===== src/rtl/slc3_pkg.sv =====
// Shared types for the SLC-3 operator run controller.
// Holds the run-state encoding and the default debounce length.
package slc3_pkg;

  typedef enum logic [1:0] {
    IDLE   = 2'd0,
    RUN    = 2'd1,
    PAUSE  = 2'd2,
    RESUME = 2'd3
  } run_state_t;

  // 1 ms at 100 MHz
  localparam int DEBOUNCE_CYCLES_DEFAULT = 100000;

endpackage


===== src/rtl/btn_conditioner.sv =====
// Push-button conditioner: 2-flop sync, debounce, registered rise pulse.
// Ports: Clk, Reset_n, btn_raw (async raw), level (debounced), rise (1-cycle).
module btn_conditioner
  import slc3_pkg::*;
#(
  parameter int DEBOUNCE_CYCLES = DEBOUNCE_CYCLES_DEFAULT,
  parameter int CNT_W = $clog2(DEBOUNCE_CYCLES + 1)
) (
  input  logic Clk,
  input  logic Reset_n,
  input  logic btn_raw,
  output logic level,
  output logic rise
);

  localparam logic [CNT_W-1:0] LAST = CNT_W'(DEBOUNCE_CYCLES - 1);

  logic             sync1_q, sync2_q;
  logic [CNT_W-1:0] cnt_q, cnt_d;
  logic             level_q, level_d;
  logic             rise_q, rise_d;

  always_ff @(posedge Clk or negedge Reset_n) begin
    if (!Reset_n) begin
      sync1_q <= 1'b0;
      sync2_q <= 1'b0;
      cnt_q   <= '0;
      level_q <= 1'b0;
      rise_q  <= 1'b0;
    end else begin
      sync1_q <= btn_raw;
      sync2_q <= sync1_q;
      cnt_q   <= cnt_d;
      level_q <= level_d;
      rise_q  <= rise_d;
    end
  end

  // Counter measures how long the synced input has disagreed with
  // the debounced level; any agreement restarts the measurement.
  always_comb begin
    cnt_d   = cnt_q;
    level_d = level_q;
    rise_d  = 1'b0;
    if (sync2_q == level_q) begin
      cnt_d = '0;
    end else if (cnt_q == LAST) begin
      level_d = ~level_q;
      rise_d  = ~level_q;
      cnt_d   = '0;
    end else begin
      cnt_d = cnt_q + 1'b1;
    end
  end

  assign level = level_q;
  assign rise  = rise_q;

endmodule


===== src/rtl/slc3_run_ctrl.sv =====
// Operator run controller: conditions Run/Continue and sequences the CPU.
// Ports: Clk, Reset_n, Run, Continue, pause_req in; cpu_en, start_pulse,
// cont_pulse, state_o, run_db, cont_db out.
module slc3_run_ctrl
  import slc3_pkg::*;
#(
  parameter int DEBOUNCE_CYCLES = DEBOUNCE_CYCLES_DEFAULT,
  parameter int CNT_W = $clog2(DEBOUNCE_CYCLES + 1)
) (
  input  logic       Clk,
  input  logic       Reset_n,
  input  logic       Run,
  input  logic       Continue,
  input  logic       pause_req,
  output logic       cpu_en,
  output logic       start_pulse,
  output logic       cont_pulse,
  output logic [1:0] state_o,
  output logic       run_db,
  output logic       cont_db
);

  logic run_rise, cont_rise;

  btn_conditioner #(
    .DEBOUNCE_CYCLES(DEBOUNCE_CYCLES),
    .CNT_W          (CNT_W)
  ) u_run (
    .Clk    (Clk),
    .Reset_n(Reset_n),
    .btn_raw(Run),
    .level  (run_db),
    .rise   (run_rise)
  );

  btn_conditioner #(
    .DEBOUNCE_CYCLES(DEBOUNCE_CYCLES),
    .CNT_W          (CNT_W)
  ) u_cont (
    .Clk    (Clk),
    .Reset_n(Reset_n),
    .btn_raw(Continue),
    .level  (cont_db),
    .rise   (cont_rise)
  );

  run_state_t state_q, state_d;
  logic       start_q, start_d;
  logic       cont_q, cont_d;

  always_ff @(posedge Clk or negedge Reset_n) begin
    if (!Reset_n) begin
      state_q <= IDLE;
      start_q <= 1'b0;
      cont_q  <= 1'b0;
    end else begin
      state_q <= state_d;
      start_q <= start_d;
      cont_q  <= cont_d;
    end
  end

  // Run restarts from anywhere; RESUME ignores pause_req for one
  // cycle so the CPU has time to leave its PAUSE state.
  always_comb begin
    state_d = state_q;
    start_d = 1'b0;
    cont_d  = 1'b0;
    if (run_rise) begin
      state_d = RUN;
      start_d = 1'b1;
    end else begin
      unique case (state_q)
        IDLE: state_d = IDLE;
        RUN: begin
          if (pause_req) state_d = PAUSE;
        end
        PAUSE: begin
          if (cont_rise) begin
            state_d = RESUME;
            cont_d  = 1'b1;
          end
        end
        RESUME: state_d = RUN;
        default: state_d = IDLE;
      endcase
    end
  end

  assign cpu_en      = (state_q == RUN) || (state_q == RESUME);
  assign start_pulse = start_q;
  assign cont_pulse  = cont_q;
  assign state_o     = state_q;

endmodule


===== config.mk =====
export PLATFORM = sky130hd
export DESIGN_NAME = slc3_run_ctrl
export DESIGN_NICKNAME = d
export VERILOG_FILES = /design/src/rtl/slc3_pkg.sv /design/src/rtl/btn_conditioner.sv /design/src/rtl/slc3_run_ctrl.sv
export SDC_FILE = /design/constraint.sdc
export NUM_CORES = 1
export LEC_CHECK = 0
export CORE_MARGIN = 2
export CORE_UTILIZATION = 50
export DETAILED_ROUTE_END_ITERATION = 8
export GPL_ROUTABILITY_DRIVEN = 0
export PLACE_DENSITY = 0.73
export SYNTH_ARGS = -nofsm -noshare
export SYNTH_HDL_FRONTEND = slang
export SYNTH_SLANG_ARGS = --single-unit

===== constraint.sdc =====
create_clock -name Clk -period 1.6 [get_ports Clk]
set_input_delay 0.48 -clock Clk [delete_from_list [all_inputs] [get_ports Clk]]
set_output_delay 0.48 -clock Clk [all_outputs]
set_load 0.005 [all_outputs]

# ---- After elaboration in Yosys (flattened, before gate mapping)
# Cells that the tools add are included.
dict set report word_totals {
  reg_bits 46
  output_inout_bits 7
  elab_cells 49
}
dict set report op_classes {
  add_sub_neg 2
  n_bitwise 4
  n_mux 16
  reduce_logical 5
  eq_ne 9
}
# op n
set ops {}
lappend ops {{17-bit two-way mux} 4}
lappend ops {{17-bit by 1-bit adder with 17-bit output (second input constant)} 2}
lappend ops {{17-bit == test (second input constant)} 2}
lappend ops {{1-bit two-way mux} 8}
lappend ops {{2-bit one-hot mux with 4 select lines} 1}
lappend ops {{2-bit two-way mux} 3}
lappend ops {{2-bit AND reduction} 3}
lappend ops {{2-bit == test (second input constant)} 2}
lappend ops {{1-bit inverter} 4}
lappend ops {{3-bit by 1-bit != test with 1-bit output (second input constant)} 1}
lappend ops {{3-bit by 2-bit != test with 1-bit output (second input constant)} 1}
lappend ops {{1-bit == test} 2}
lappend ops {{2-bit by 1-bit == test with 1-bit output (second input constant)} 1}
lappend ops {{2-bit logical NOT} 1}
lappend ops {{1-bit logical OR} 1}

# ---- Depth between registers and ports, before layout
dict set report logic_depth {
  depth_word 3
  ltp_mapped 6
  ltp_nobuf 6
}

# ---- By module
# A second synthesis with hierarchy kept.
dict set report hier_totals {
  hier_cells 210
  area_unflattened_um2 2188.3
}
# module cells_each area_per_inst_um2 n_inst
set modules_own_cells {}
lappend modules_own_cells {btn_conditioner 95 989.7 2}
lappend modules_own_cells {slc3_run_ctrl 20 209.0 1}

# ---- Worst setup path before layout
# OpenSTA, ideal clock, no wires.
dict set report synth_path {
  path_kind {register -> register}
  from {reg u_cont.cnt_q[0]}
  to {reg u_cont.cnt_q[10]}
  path_stages_with_launch 7
  synth_period_minus_slack_ns 1.567
  t_arrival_ns 1.446
  slack_ns 0.033
  path_cell_list {dfrtp_1 ha_1 and4_2 nand4_1 nand2_1 buf_2 nor2_1}
}
dict set report synth_between {
  elab_chain_len 3
  elab_cells_between_ends 4
}
# item line
set synth_lines {}
lappend synth_lines {{from (decl)} btn_conditioner.sv:19} ;# logic [CNT_W-1:0] cnt_q, cnt_d;
lappend synth_lines {{from (signal assigned)} btn_conditioner.sv:33} ;# cnt_q <= cnt_d;
lappend synth_lines {{17-bit by 1-bit adder with 17-bit output or 17-bit == test (tied branches)} {btn_conditioner.sv:52, btn_conditioner.sv:47}}
lappend synth_lines {{17-bit two-way mux *} btn_conditioner.sv:47} ;# end else if (cnt_q == LAST) begin
lappend synth_lines {{17-bit two-way mux *} btn_conditioner.sv:45} ;# if (sync2_q == level_q) begin
lappend synth_lines {{named net u_cont.cnt_d[10]} btn_conditioner.sv:19}
# Mark *: on every way through the listed nets, which the timed path passes. The rest lies on a longest branch.
# A chain may end at the register's enable or synchronous reset.

# ---- Worst setup path after layout
dict set report layout_path {
  from {reg state_q[0] (netlist: state_o[0])}
  to {out cpu_en}
}
dict set report layout_between {
  elab_chain_len 2
  elab_cells_between_ends 3
}
# item line
set layout_lines {}
lappend layout_lines {{from (decl)} slc3_run_ctrl.sv:47} ;# run_state_t state_q, state_d;
lappend layout_lines {{from (signal assigned)} slc3_run_ctrl.sv:57} ;# state_q <= state_d;
lappend layout_lines {{2-bit by 1-bit == test with 1-bit output or 2-bit == test (tied branches)} slc3_run_ctrl.sv:90} ;# assign cpu_en = (state_q == RUN) || (state_q == RESUME);
lappend layout_lines {{1-bit logical OR *} slc3_run_ctrl.sv:90}
lappend layout_lines {{to (decl)} slc3_run_ctrl.sv:15} ;# output logic cpu_en,
# Mark *: on every way between the ends. The rest lies on a longest branch, timed or not.

==> summary.txt <==
Outcome
  • Status: finished, violations left
  • Violated checks: negative setup slack

Global routing
  • Antenna violations before repair: 0
  • Total GRT Usage: between 10% and 20%
  • First-pass GRT wire length: 6840 µm
  • Overflow after GRT: 0
  • Number of global-route vias before repair: roughly 1600
  • Largest net degree at the start of global routing: 18

Drt
  • 1st-pass router iterations: 4
  • Via count: 1600
  • # DRC: 0
  • Routed len/inst: 14.0 µm
  • Post-route ant nets: 0
  • Total Routed Length: 4200 µm
  • Vias per cell: approximately 5.3
  • DRT iter0 DRCs: 65

STA
  • Worst relative slew slack: 73.7%
  • RSZ-0062 raised after global routing: true
  • Min cycle time layout: roughly 1.7 ns
  • Skew final: approximately 0.0076 ns
  • Achievable frequency: 0.572 GHz
  • Slew @ Worst Pin: 0.389 ns
  • Hold Worst Slack: 0.0882 ns
  • Final max-slew violation count: 0
  • Fin. Hold Viols: 0
  • Setup TNS: -0.163 ns
  • Period utilization: 109%
  • Setup violations, final: 2
  • Setup ws final: -0.148 ns

Synthesis
  • Register bit total from synthesis: 46
  • Synthesized cell area: approximately 2200 µm²
  • Synth Area per Inst: 10.6 µm²
  • Netlist cell types: 35
  • Synthesized net count: about 210
  • YS warnings: 0
  • Sequential fraction of the synthesis area: between 50 and 60%
  • Syn Inst Count: 204

Floorplanning
  • Chip Width: about 70 µm
  • Initial Utilization: a little over half
  • FP Rows: 23
  • Die height: 69.7 µm
  • Io pins: 12
  • Die area: 4860 µm²
  • Core Box Area: 4090 µm²

Power and ir drop
  • Power per cell area: 739 nW/µm²
  • Leakage: approximately 1.2 nW
  • Worst VDD drop: 0.567 mV
  • Power Total: around 2 mW

Clock tree
  • Worst-path clk slew: about 0.090 ns
  • Clock Path Buffers: 2
  • TritonCTS clock tree: built
  • Worst-Skew Late Latency: around 0.30 ns
  • CTS sink cnt: between 40 and 50
  • CTS root buffer: clkbuf_8
  • H-tree lvl count: 2
  • Cts bufs inserted: 5

Place
  • Dpl cells: 281
  • Post-DP Area: 2470 µm²
  • Number of port buffers: 11
  • DP Worst Slack: -0.215 ns
  • Placed wire-length estimate: ~2800 µm

Finish
  • Layout area overhead: 28.0%
  • Fraction of layout cells with a size suffix above 1: a little over a quarter
  • Post-layout util: 67.6%
  • # nets final: 259
  • Finished Layout Cells: 300
  • Multi-input logic area: 1050 µm²
  • Design area: 2760 µm²
  • ANT cells: 0
  • Reg area: 1150 µm²
  • Layout fillers: between 300 and 400

Critical path
  • CP required: 1.12 ns
  • Worst-path maximum fanout: 3
  • Critical Path End Type: primary output
  • Critical Path Source Type: flip-flop
  • WP data arrival: 1.27 ns
  • Critical path type: flip-flop to primary output

Run
  • Maxcap violations: 0

Min path
  • Worst min path class: input port to asynchronous set/reset pin
[synth_stat cells, drive strengths merged]
master | number | area (µm²)
and3 | 2 | 12.5
o31ai | 2 | 15.0
ha | 5 | 62.6
nand4 | 13 | 81.3
nor3 | 7 | 35.0
nand4bb | 1 | 11.3
dfrtp | 46 | 1150
and4 | 3 | 30.0
nor4b | 3 | 26.3
nand2 | 11 | 41.3
nand3 | 12 | 65.1
inv | 6 | 22.5
mux2 | 2 | 22.5
nor4 | 9 | 56.3
nor2 | 34 | 128
or4 | 1 | 11.3
a31o | 1 | 8.76
buf | 4 | 28.8
o21ai | 1 | 5.00
xnor2 | 19 | 166
nand2b | 2 | 12.5
xor2 | 12 | 105
and3b | 1 | 8.76
or2 | 1 | 6.26
a21oi | 2 | 13.8
and4b | 1 | 10.0
or3 | 1 | 6.26
nor3b | 2 | 15.0
[cell usage in the layout (no fill, tap or decap), drive strengths merged]
cell / count
dfrtp: 46
nor2: 34
buf: 33
xnor2: 19
nand4: 13
xor2: 12
nand3: 12
nand2: 11
nor4: 9
inv: 7
nor3: 7
clkbuf: 5
dlygate4sd2: 5
ha: 5
clkdlybuf4s50: 3
and4: 3
nor4b: 3
and3: 2
o31ai: 2
a21oi: 2
nor3b: 2
nand2b: 2
clkinvlp: 2
mux2: 2
or4: 1
and4b: 1
or3: 1
nand4bb: 1
a31o: 1
or2: 1
and3b: 1
o21ai: 1
clkdlybuf4s15: 1
[routing by layer]
| metal | GRT usage, % | routed length (µm) | vias to the layer above |
|---|---|---|---|
| li1 | - | - | 799 |
| met1 | 21.9 | 1890 | 766 |
| met2 | 29.5 | 2080 | 23 |
| met3 | 4.36 | 122 | 12 |
| met4 | 7.26 | 112 | 0 |
| met5 | 0 | 0 | - |
[worst max-delay path, cell delays in order (launching register included)]
cell	delay, ns
dfrtp_1	0.42
ha_2	0.19
or2_4	0.24
buf_6	0.11
[sequential cells by signal, indices dropped and copies added (netlist names)]
| name | cells |
|---|---|
| state_o | 2 |
| start_pulse | 1 |
| cont_pulse | 1 |
| u_run.rise | 1 |
| u_run.sync1_q | 1 |
| u_run.cnt_q | 17 |
| u_cont.rise | 1 |
| u_cont.level | 1 |
| u_cont.sync1_q | 1 |
| u_cont.cnt_q | 17 |
| u_run.level | 1 |
| u_run.sync2_q | 1 |
| u_cont.sync2_q | 1 |
[what timing repair did]
action                                  in CTS  in global routing
gates cloned                                 0                  1
endpoints found under the setup margin      21                 40
hold buffers                                 0                  0
buffers inserted                             3                  7
pin swaps                                    1                 10
resized for setup                           18                 24
[path summary, 6_finish.rpt]
kind                                          to  cells after the start  slack, ns       startpoint
min in group Clk                  u_cont.sync2_q                      0       0.36   u_cont.sync1_q
worst min register to register    u_cont.sync2_q                      0       0.36   u_cont.sync1_q
max in group asynchronous        u_cont.cnt_q[0]                      2       1.09          Reset_n
worst max register to register  u_cont.cnt_q[15]                      5      -0.01  u_cont.cnt_q[1]
worst max-delay path                      cpu_en                      3      -0.15       state_o[0]
worst min-delay path            u_cont.cnt_q[12]                      1       0.09          Reset_n
[where the power goes]
group,internal (mW),switching [mW]
clock network,0.312,0.403
registers,1.18,0.0179
logic,0.0653,0.0642
[logic make-up (layout without fill, tap and decap cells)]
| group | Yosys count | count (layout) | share of synthesized area [%] |
|---|---|---|---|
| AO/OA/AOI/OAI | 6 | 6 | 1.97 |
| XOR/XNOR | 31 | 31 | 12.6 |
| multiplexers | 2 | 2 | 1.04 |
| buffers and inverters | 10 | 56 | 2.38 |
| AND/OR/NAND/NOR | 104 | 104 | 25.8 |
| adder cells (fa/ha/maj) | 5 | 5 | 2.90 |
| flip-flops | 46 | 46 | 53.3 |
[layout make-up]
| cell class | count | area share (%) |
|---|---|---|
| sequential | 46 | 41.7 |
| multi-input combinational | 148 | 38.0 |
| timing repair buffer | 42 | 13.9 |
| clock buffer | 5 | 2.49 |
| tap | 50 | 2.26 |
| clock inverter | 3 | 0.861 |
| inverter | 6 | 0.815 |
(Power assumes the default switching activity.)
